File: src/rtl/intr_ctrl.sv
// intr_ctrl - memory-mapped fixed-priority interrupt controller.
//
// Collects NSRC asynchronous interrupt lines, synchronises them, latches
// them into PEND according to the per-source edge/level mode, gates them
// with MASK and presents the lowest-index request to the CPU on intr.
// The CPU acknowledges with inta; the granted source ID is latched for
// the handler and further requests are held until software writes EOI.
//
// Ports:
//   clock  - system clock, all state updates on the rising edge
//   reset  - asynchronous, active-high; clears all state
//   irq    - raw interrupt lines, asynchronous to clock
//   inta   - interrupt acknowledge from the CPU
//   intr   - interrupt request to the CPU (registered)
//   we     - register write strobe
//   addr   - word index: 0 PEND (W1C), 1 MASK, 2 MODE, 3 ID / EOI
//   wdata  - write data
//   rdata  - combinational read data for addr
module intr_ctrl #(
  parameter int NSRC        = 8,
  parameter int SYNC_STAGES = 2
) (
  input  logic            clock,
  input  logic            reset,
  input  logic [NSRC-1:0] irq,
  input  logic            inta,
  output logic            intr,
  input  logic            we,
  input  logic [1:0]      addr,
  input  logic [31:0]     wdata,
  output logic [31:0]     rdata
);

  localparam logic [1:0] S_IDLE = 2'd0;
  localparam logic [1:0] S_REQ  = 2'd1;
  localparam logic [1:0] S_SERV = 2'd2;

  // Index of the lowest set bit of v (0 when v is empty).
  function automatic logic [2:0] encode_lowest(input logic [NSRC-1:0] v);
    logic [2:0] idx;
    idx = 3'd0;
    for (int i = NSRC - 1; i >= 0; i--) begin
      if (v[i]) begin
        idx = i[2:0];
      end else begin
        idx = idx;
      end
    end
    return idx;
  endfunction

  // Stage 0 is the first synchroniser flop; the stage after the last
  // synchroniser flop is the history bit used for rising-edge detection.
  logic [NSRC-1:0] sync_r [SYNC_STAGES+1];
  logic [NSRC-1:0] level_s;
  logic [NSRC-1:0] edge_s;

  logic [NSRC-1:0] pend_r;
  logic [NSRC-1:0] mask_r;
  logic [NSRC-1:0] mode_r;
  logic [2:0]      id_r;
  logic            in_service_r;
  logic [1:0]      state_r;
  logic            intr_r;

  logic [NSRC-1:0] req_vec_s;
  logic [2:0]      win_id_s;
  logic            grant_s;
  logic            eoi_s;
  logic [NSRC-1:0] w1c_s;
  logic [NSRC-1:0] grant_clr_s;
  logic [NSRC-1:0] pend_next_s;
  logic [1:0]      state_next_s;
  logic            wdata_unused_s;

  // Only the low NSRC data bits carry register content.
  assign wdata_unused_s = ^wdata[31:NSRC];

  assign level_s   = sync_r[SYNC_STAGES-1];
  assign edge_s    = level_s & ~sync_r[SYNC_STAGES];
  assign req_vec_s = pend_r & mask_r;
  assign win_id_s  = encode_lowest(req_vec_s);

  // A grant needs a live request at the acknowledging edge; a request
  // that vanished in REQ makes inta a no-op.
  assign grant_s = (state_r == S_REQ) && (req_vec_s != {NSRC{1'b0}}) && inta;
  assign eoi_s   = we && (addr == 2'd3) && (state_r == S_SERV);
  assign w1c_s   = (we && (addr == 2'd0)) ? wdata[NSRC-1:0] : {NSRC{1'b0}};

  // Next PEND: edge sources set-dominant over W1C/grant clears, level sources track the line.
  always_comb begin
    grant_clr_s = {NSRC{1'b0}};
    pend_next_s = {NSRC{1'b0}};
    for (int i = 0; i < NSRC; i++) begin
      grant_clr_s[i] = grant_s && (win_id_s == i[2:0]);
      if (mode_r[i]) begin
        pend_next_s[i] = edge_s[i] | (pend_r[i] & ~(w1c_s[i] | grant_clr_s[i]));
      end else begin
        pend_next_s[i] = level_s[i];
      end
    end
  end

  // Request / service state machine next-state logic.
  always_comb begin
    state_next_s = state_r;
    case (state_r)
      S_IDLE: begin
        if (req_vec_s != {NSRC{1'b0}}) begin
          state_next_s = S_REQ;
        end else begin
          state_next_s = S_IDLE;
        end
      end
      S_REQ: begin
        if (req_vec_s == {NSRC{1'b0}}) begin
          state_next_s = S_IDLE;
        end else if (inta) begin
          state_next_s = S_SERV;
        end else begin
          state_next_s = S_REQ;
        end
      end
      S_SERV: begin
        if (eoi_s) begin
          state_next_s = S_IDLE;
        end else begin
          state_next_s = S_SERV;
        end
      end
      default: state_next_s = S_IDLE;
    endcase
  end

  // Synchroniser chain for the raw irq lines.
  always_ff @(posedge clock or posedge reset) begin
    if (reset) begin
      for (int i = 0; i <= SYNC_STAGES; i++) begin
        sync_r[i] <= {NSRC{1'b0}};
      end
    end else begin
      sync_r[0] <= irq;
      for (int i = 1; i <= SYNC_STAGES; i++) begin
        sync_r[i] <= sync_r[i-1];
      end
    end
  end

  // Software-visible configuration and pending registers.
  always_ff @(posedge clock or posedge reset) begin
    if (reset) begin
      pend_r <= {NSRC{1'b0}};
      mask_r <= {NSRC{1'b0}};
      mode_r <= {NSRC{1'b0}};
    end else begin
      pend_r <= pend_next_s;
      mask_r <= (we && (addr == 2'd1)) ? wdata[NSRC-1:0] : mask_r;
      mode_r <= (we && (addr == 2'd2)) ? wdata[NSRC-1:0] : mode_r;
    end
  end

  // FSM state, granted ID, in-service flag and the registered intr line.
  always_ff @(posedge clock or posedge reset) begin
    if (reset) begin
      state_r      <= S_IDLE;
      id_r         <= 3'd0;
      in_service_r <= 1'b0;
      intr_r       <= 1'b0;
    end else begin
      state_r <= state_next_s;
      intr_r  <= (state_next_s == S_REQ);
      // id survives EOI so the handler can still read it afterwards.
      id_r    <= grant_s ? win_id_s : id_r;
      if (grant_s) begin
        in_service_r <= 1'b1;
      end else if (eoi_s) begin
        in_service_r <= 1'b0;
      end else begin
        in_service_r <= in_service_r;
      end
    end
  end

  assign intr = intr_r;

  // Combinational register read mux; unused upper bits read as zero.
  always_comb begin
    rdata = 32'd0;
    case (addr)
      2'd0:    rdata[NSRC-1:0] = pend_r;
      2'd1:    rdata[NSRC-1:0] = mask_r;
      2'd2:    rdata[NSRC-1:0] = mode_r;
      2'd3:    rdata = {in_service_r, 28'd0, id_r};
      default: rdata = 32'd0;
    endcase
  end

endmodule
File: config.mk
export PLATFORM = sky130hd
export DESIGN_NAME = intr_ctrl
export DESIGN_NICKNAME = d
export VERILOG_FILES = /design/src/rtl/intr_ctrl.sv
export SDC_FILE = /design/constraint.sdc
export NUM_CORES = 1
export LEC_CHECK = 0
export BUFFER_PORTS_ARGS = -buffer_cell sky130_fd_sc_hd__buf_4
export CAP_MARGIN = 20
export CELL_PAD_IN_SITES_DETAIL_PLACEMENT = 0
export CELL_PAD_IN_SITES_GLOBAL_PLACEMENT = 1
export CORE_ASPECT_RATIO = 2
export CORE_MARGIN = 2
export CORE_UTILIZATION = 39
export DETAILED_ROUTE_END_ITERATION = 8
export GPL_TIMING_DRIVEN = 0
export PLACE_DENSITY = 0.87
export SETUP_SLACK_MARGIN = 0.02
export SLEW_MARGIN = 5
export SYNTH_ARGS = -nofsm -noshare
export SYNTH_HDL_FRONTEND = slang
export SYNTH_SLANG_ARGS = --single-unit
File: constraint.sdc
create_clock -name clock -period 1.9 [get_ports clock]
set_input_delay 0.19 -clock clock [delete_from_list [all_inputs] [get_ports clock]]
set_output_delay 0.19 -clock clock [all_outputs]
set_load 0.03 [all_outputs]
==> results of run 1 <==
-- placed cells by master (no fill, tap or decap), types with 3 or more instances in the layout --
| cell type | instances |
|---|---|
| a21oi_1 | 9 |
| a22o_1 | 5 |
| a22oi_1 | 6 |
| and3_1 | 3 |
| buf_4 | 55 |
| clkbuf_16 | 5 |
| conb_1 | 23 |
| dfrtp_1 | 55 |
| dlygate4sd3_1 | 5 |
| mux2_1 | 5 |
| mux2_2 | 11 |
| mux2i_1 | 5 |
| nand2_1 | 28 |
| nand3_1 | 3 |
| nand3b_1 | 3 |
| o21ai_0 | 6 |
-- cell type report --
class,count,area share
Clock inverter,1,0.00967
Buffer,26,0.0616
Inverter,2,0.00242
Timing Repair Buffer,36,0.0950
Sequential cell,55,0.443
Tap cell,86,0.0346
Multi-Input combinational cell,138,0.312
Clock buffer,6,0.0415
-- sequential cells by signal, summed over array words and instances, names as in the netlist --
register and cells:
id_r 3, in_service_r 1, intr 1, level_s 8, mask_r 8, mode_r 8, pend_r 8, state_r 2
sync_r 16
-- Yosys cell counts (3+ instances only) --
library cell / count
dfrtp_1: 55
nand2_1: 28
buf_4: 25
mux2_2: 11
a21oi_1: 9
a22oi_1: 6
o21ai_0: 6
a22o_1: 5
mux2_1: 5
mux2i_1: 5
and3_1: 3
nand3_1: 3
nand3b_1: 3
-- critical path: cells and delay by family, from the launching register on --
kind                   cells  cell delay [ps]
buffers and inverters      1              190
muxes                      1              550
DFF                        1              460
-- path summary, 6_finish.rpt --
kind | from | slack, ps | end
min | irq[4] | 10 | sync_r[20]$_DFF_PP0_
min reg2reg | sync_r[21]$_DFF_PP0_ | 350 | level_s[5]$_DFF_PP0_
max in group asynchronous | reset | 920 | pend_r[0]$_DFF_PP0_
max reg2reg | mask_r[2]$_DFFE_PP0P_ | 360 | pend_r[7]$_DFF_PP0_
min in group asynchronous | reset | 460 | sync_r[22]$_DFF_PP0_
max | mask_r[2]$_DFFE_PP0P_ | 230 | rdata[2]
-- layer usage --
metal  GRT usage  wire [um]  vias up
met2       0.259       2620       36
met3      0.0244        168        5
met5           0          0        -
met4      0.0504         68        0
met1       0.187       2020      838
li1            -          -      800
-- power by group --
part | switching (mW) | internal [mW]
logic | 0.504 | 0.408
registers | 0.171 | 1.37
clock network | 0.370 | 0.615
-- cell families after synthesis --
group	count (synthesis)	share of synthesized area
buffers and inverters	28	0.0808
AND/OR/NAND/NOR	48	0.104
other	1	0.00152
flip-flops	55	0.559
AO/OA/AOI/OAI	43	0.132
multiplexers	24	0.122
-- through the flow --
step           instances   util  hold WS [ps]
2_1_floorplan        221      -           221
3_3_place_gp         337  0.464           299
3_5_place_dp         338  0.467           214
4_1_cts              348  0.497          1.67
5_1_grt              350  0.501         0.807
6_report             350  0.501          10.0
==> flow_metrics.env, run 1 <==
export IMPL_power_mw=3.43
export IMPL_whs_path_depth=1
export IMPL_post_cts_buffers=0
export IMPL_cts_root_buf="clkbuf_16"
export IMPL_clock_sinks=55
export IMPL_antenna_found_initial=0
export IMPL_firstDrtPassIters=4
export IMPL_dpl_cell_area_um2=2900
export IMPL_clk_pin_slew_ps=60
export IMPL_drv_slew=0
export IMPL_max_cap_violations=0
export IMPL_gr_total_overflow=0
export IMPL_critPathKind="register to output port"
export IMPL_synthArstFlopShare=1.00
export IMPL_grt_pass1_vias=1669
export IMPL_htreeDepth=2
export IMPL_cts_tree="built"
export IMPL_track_usage=0.150
export IMPL_routedWlPerCell_um=13.9
export IMPL_setup_tns_ps=0
export IMPL_ctsHoldBuffers=3
export IMPL_status="finished, final reports clean"
export IMPL_period_share=0.877
export IMPL_finalClockSkew_ps=4.85
export IMPL_cp_data_arrival_time_ps=1480
export IMPL_cts_resized=0
export IMPL_required_ps=1710
export IMPL_insertion_delay_ps=290
export IMPL_netlist_area_um2=2460
export IMPL_crit_path_end_kind="output port"
export IMPL_synth_top_area_share=0.559
export IMPL_post_place_ws_ps=391
export IMPL_synth_area_top_cells="dfrtp_1, buf_4, mux2_2, nand2_1, mux2_1"
export IMPL_syn_avg_cell_area_um2=12.4
export IMPL_min_period_ps=1670
export IMPL_antenna_cells=0
export IMPL_place_congestion=0.861
export IMPL_ff2ff_path_depth=4
export IMPL_drive_above_1_share=0.318
export IMPL_grt_pass1_wl_um=7910
export IMPL_wl_um=4880
export IMPL_cp_start_kind="register"
export IMPL_fillerInstances=558
export IMPL_critical_path_slowest_cell="mux4_1"
export IMPL_setup_viol=0
export IMPL_hold_viol=0
export IMPL_dieArea_um2=7000
export IMPL_ys_warn_count=0
export IMPL_synth_cell_types=40
export IMPL_drt_antenna_violating_nets=0
export IMPL_seq_area_um2=1380
export IMPL_min_path_type="input port to register"
export IMPL_die_w_um=60.2
export IMPL_cts_buffer_depth=2
export IMPL_post_dp_hpwl_um=3540
export IMPL_rows=41
export IMPL_drt_iter0_drc=68
export IMPL_grt_max_degree=38
export IMPL_core_um2=6210
export IMPL_placement_io_buffers=30
export IMPL_vias=1679
export IMPL_vias_per_cell=4.80
export IMPL_grt_setup_unrepaired="false"
export IMPL_ys_seq_elements=55
export IMPL_cts_inserted_buffers=5
export IMPL_critPathMaxStageDelay_ps=550
export IMPL_drc=0
export IMPL_initial_core_util=0.397
export IMPL_yosysTopAreaCell="dfrtp_1"
export IMPL_relSlewSlack=0.643
export IMPL_path_cells="mux4_1, buf_4"
export IMPL_synth_flop_cell="dfrtp_1"
export IMPL_netlist_instances=199
export IMPL_design_area_um2=3110
export IMPL_area_growth_pct=26.2
export IMPL_yosysSeqAreaShare=0.559
export IMPL_p_per_area_nw_per_um2=1110
export IMPL_multi_input_area_um2=970
export IMPL_max_freq_mhz=600
export IMPL_tightestPinTransition_ps=536
export IMPL_peakVddDrop_mv=0.879
export IMPL_synth_edf_count=0
export IMPL_crit_fanout=7
export IMPL_die_h_um=116
export IMPL_top_level_ports=79
export IMPL_nNetsFinal=310
export IMPL_setup_ws_ps=234
export IMPL_power_leakage_nw=1.46
Note: power is estimated with default switching activity, not from simulation.
==> run 2, diff against run 1 <==
==> constraint.sdc (replaced) <==
create_clock -name clock -period 1.9 [get_ports clock]
set_input_delay 0.095 -clock clock [delete_from_list [all_inputs] [get_ports clock]]
set_output_delay 0.095 -clock clock [all_outputs]
set_load 0.03 [all_outputs]
==> run 2 against run 1 <==
Compared with the run above:
- first-iteration DRC count fell by 16%
- fmax rose by 6.1%
- sequential power barely moved
- utilization rose by 0.65 points
- die area did not move
- sequential share of layout area fell by 0.56 points
- global-route usage barely moved
- highest routed layer unchanged
- setup slack improved by 95 ps
- clock power rose by 0.5%
- largest power group unchanged
==> flow_metrics.env, run 2 (synthesis gave the netlist of run 1 again) <==
export IMPL_critPathKind="register to output port"
export IMPL_peakVddDrop_mv=0.883
export IMPL_cts_resized=0
export IMPL_cp_start_kind="register"
export IMPL_antenna_cells=0
export IMPL_relSlewSlack=0.651
export IMPL_routedWlPerCell_um=13.8
export IMPL_drv_slew=0
export IMPL_crit_start="mask_r[2]$_DFFE_PP0P_"
export IMPL_placement_io_buffers=30
export IMPL_clk_pin_slew_ps=70
export IMPL_min_path_type="input port to register"
export IMPL_gr_total_overflow=0
export IMPL_vias_per_cell=4.83
export IMPL_min_period_ps=1570
export IMPL_crit_path_end_kind="output port"
export IMPL_place_congestion=0.861
export IMPL_crit_fanout=7
export IMPL_firstDrtPassIters=4
export IMPL_largest_reg_flops=16
export IMPL_drt_iter0_drc=57
export IMPL_die_h_um=116
export IMPL_hold_viol=0
export IMPL_track_usage=0.150
export IMPL_wl_um=4900
export IMPL_period_share=0.826
export IMPL_rows=41
export IMPL_setup_viol=0
export IMPL_max_cap_violations=0
export IMPL_core_um2=6210
export IMPL_grt_pass1_vias=1669
export IMPL_die_w_um=60.2
export IMPL_p_per_area_nw_per_um2=1100
export IMPL_insertion_delay_ps=290
export IMPL_drc=0
export IMPL_layout_common_cells="buf_4, dfrtp_1, nand2_1"
export IMPL_status="finished, final reports clean"
export IMPL_post_dp_hpwl_um=3540
export IMPL_power_leakage_nw=1.48
export IMPL_initial_core_util=0.397
export IMPL_grt_pass1_wl_um=7900
export IMPL_cts_root_buf="clkbuf_16"
export IMPL_drive_above_1_share=0.313
export IMPL_drt_antenna_violating_nets=0
export IMPL_grt_max_degree=38
export IMPL_top_level_ports=79
export IMPL_cts_inserted_buffers=5
export IMPL_htreeDepth=2
export IMPL_finalHoldWorstSlack_ps=41.0
export IMPL_cts_buffer_depth=2
export IMPL_hp_start="wdata[4]"
export IMPL_clock_sinks=55
export IMPL_max_freq_mhz=637
export IMPL_nNetsFinal=314
export IMPL_grt_setup_unrepaired="false"
export IMPL_finalClockSkew_ps=4.30
export IMPL_cp_data_arrival_time_ps=1480
export IMPL_area_growth_pct=27.8
export IMPL_vias=1709
export IMPL_antenna_found_initial=0
export IMPL_dieArea_um2=7000
export IMPL_cts_tree="built"
export IMPL_required_ps=1800
export IMPL_reg2reg_from="mask_r[2]$_DFFE_PP0P_"
export IMPL_tightestPinTransition_ps=524
export IMPL_largest_register="sync_r"
export IMPL_power_mw=3.45
run 2: final timing paths:
kind	endpoint	slack [ps]	depth (start not counted)
min in group asynchronous	sync_r[22]$_DFF_PP0_	360	3
hold reg to reg	level_s[5]$_DFF_PP0_	350	0
setup reg to reg	pend_r[7]$_DFF_PP0_	370	4
setup / recovery	rdata[2]	330	2
max in group asynchronous	mask_r[2]$_DFFE_PP0P_	1010	4
hold / removal	mode_r[4]$_DFFE_PP0P_	40	2
run 2: through the flow:
step           utilization  setup TNS [ps]  instances  instance area (um2)  setup WS, ps
4_1_cts              0.507               0        354                 3150           324
2_1_floorplan            -               0        221                 2540           462
3_5_place_dp         0.467               0        338                 2900           391
5_1_grt              0.507               0        354                 3150           247
3_3_place_gp         0.464           -7390        337                 2880          -137
6_report             0.507               0        354                 3150           330
run 2: layout make-up:
type | count | area (um2)
Fill cell | 552 | 3060
Sequential cell | 55 | 1380
Multi-Input combinational cell | 138 | 970
Timing Repair Buffer | 40 | 335
Buffer | 26 | 191
Clock buffer | 6 | 129
Tap cell | 86 | 108
Clock inverter | 1 | 30.0
Inverter | 2 | 7.51
run 2: worst max-delay path, cell delays in order (launching register included):
cell	delay [ps]
dfrtp_1	460
mux4_1	550
buf_4	190
run 2: repair_timing:
action,CTS,global route
endpoints found under the hold margin,26,0
hold buffers,9,0
setup endpoints to repair,0,0
setup buffers,0,0
run 2: routing by layer:
layer  GRT usage  vias up  part of all wire
met1       0.187      858              0.42
met5           0        -                 0
met4      0.0504        0             0.013
li1            -      808                 -
met2       0.258       38              0.53
met3      0.0244        5             0.036
run 2: where the power goes:
group	internal (mW)	switching (mW)	total (mW)
combinational	0.413	0.505	0.918
sequential	1.37	0.173	1.54
clock	0.615	0.374	0.989
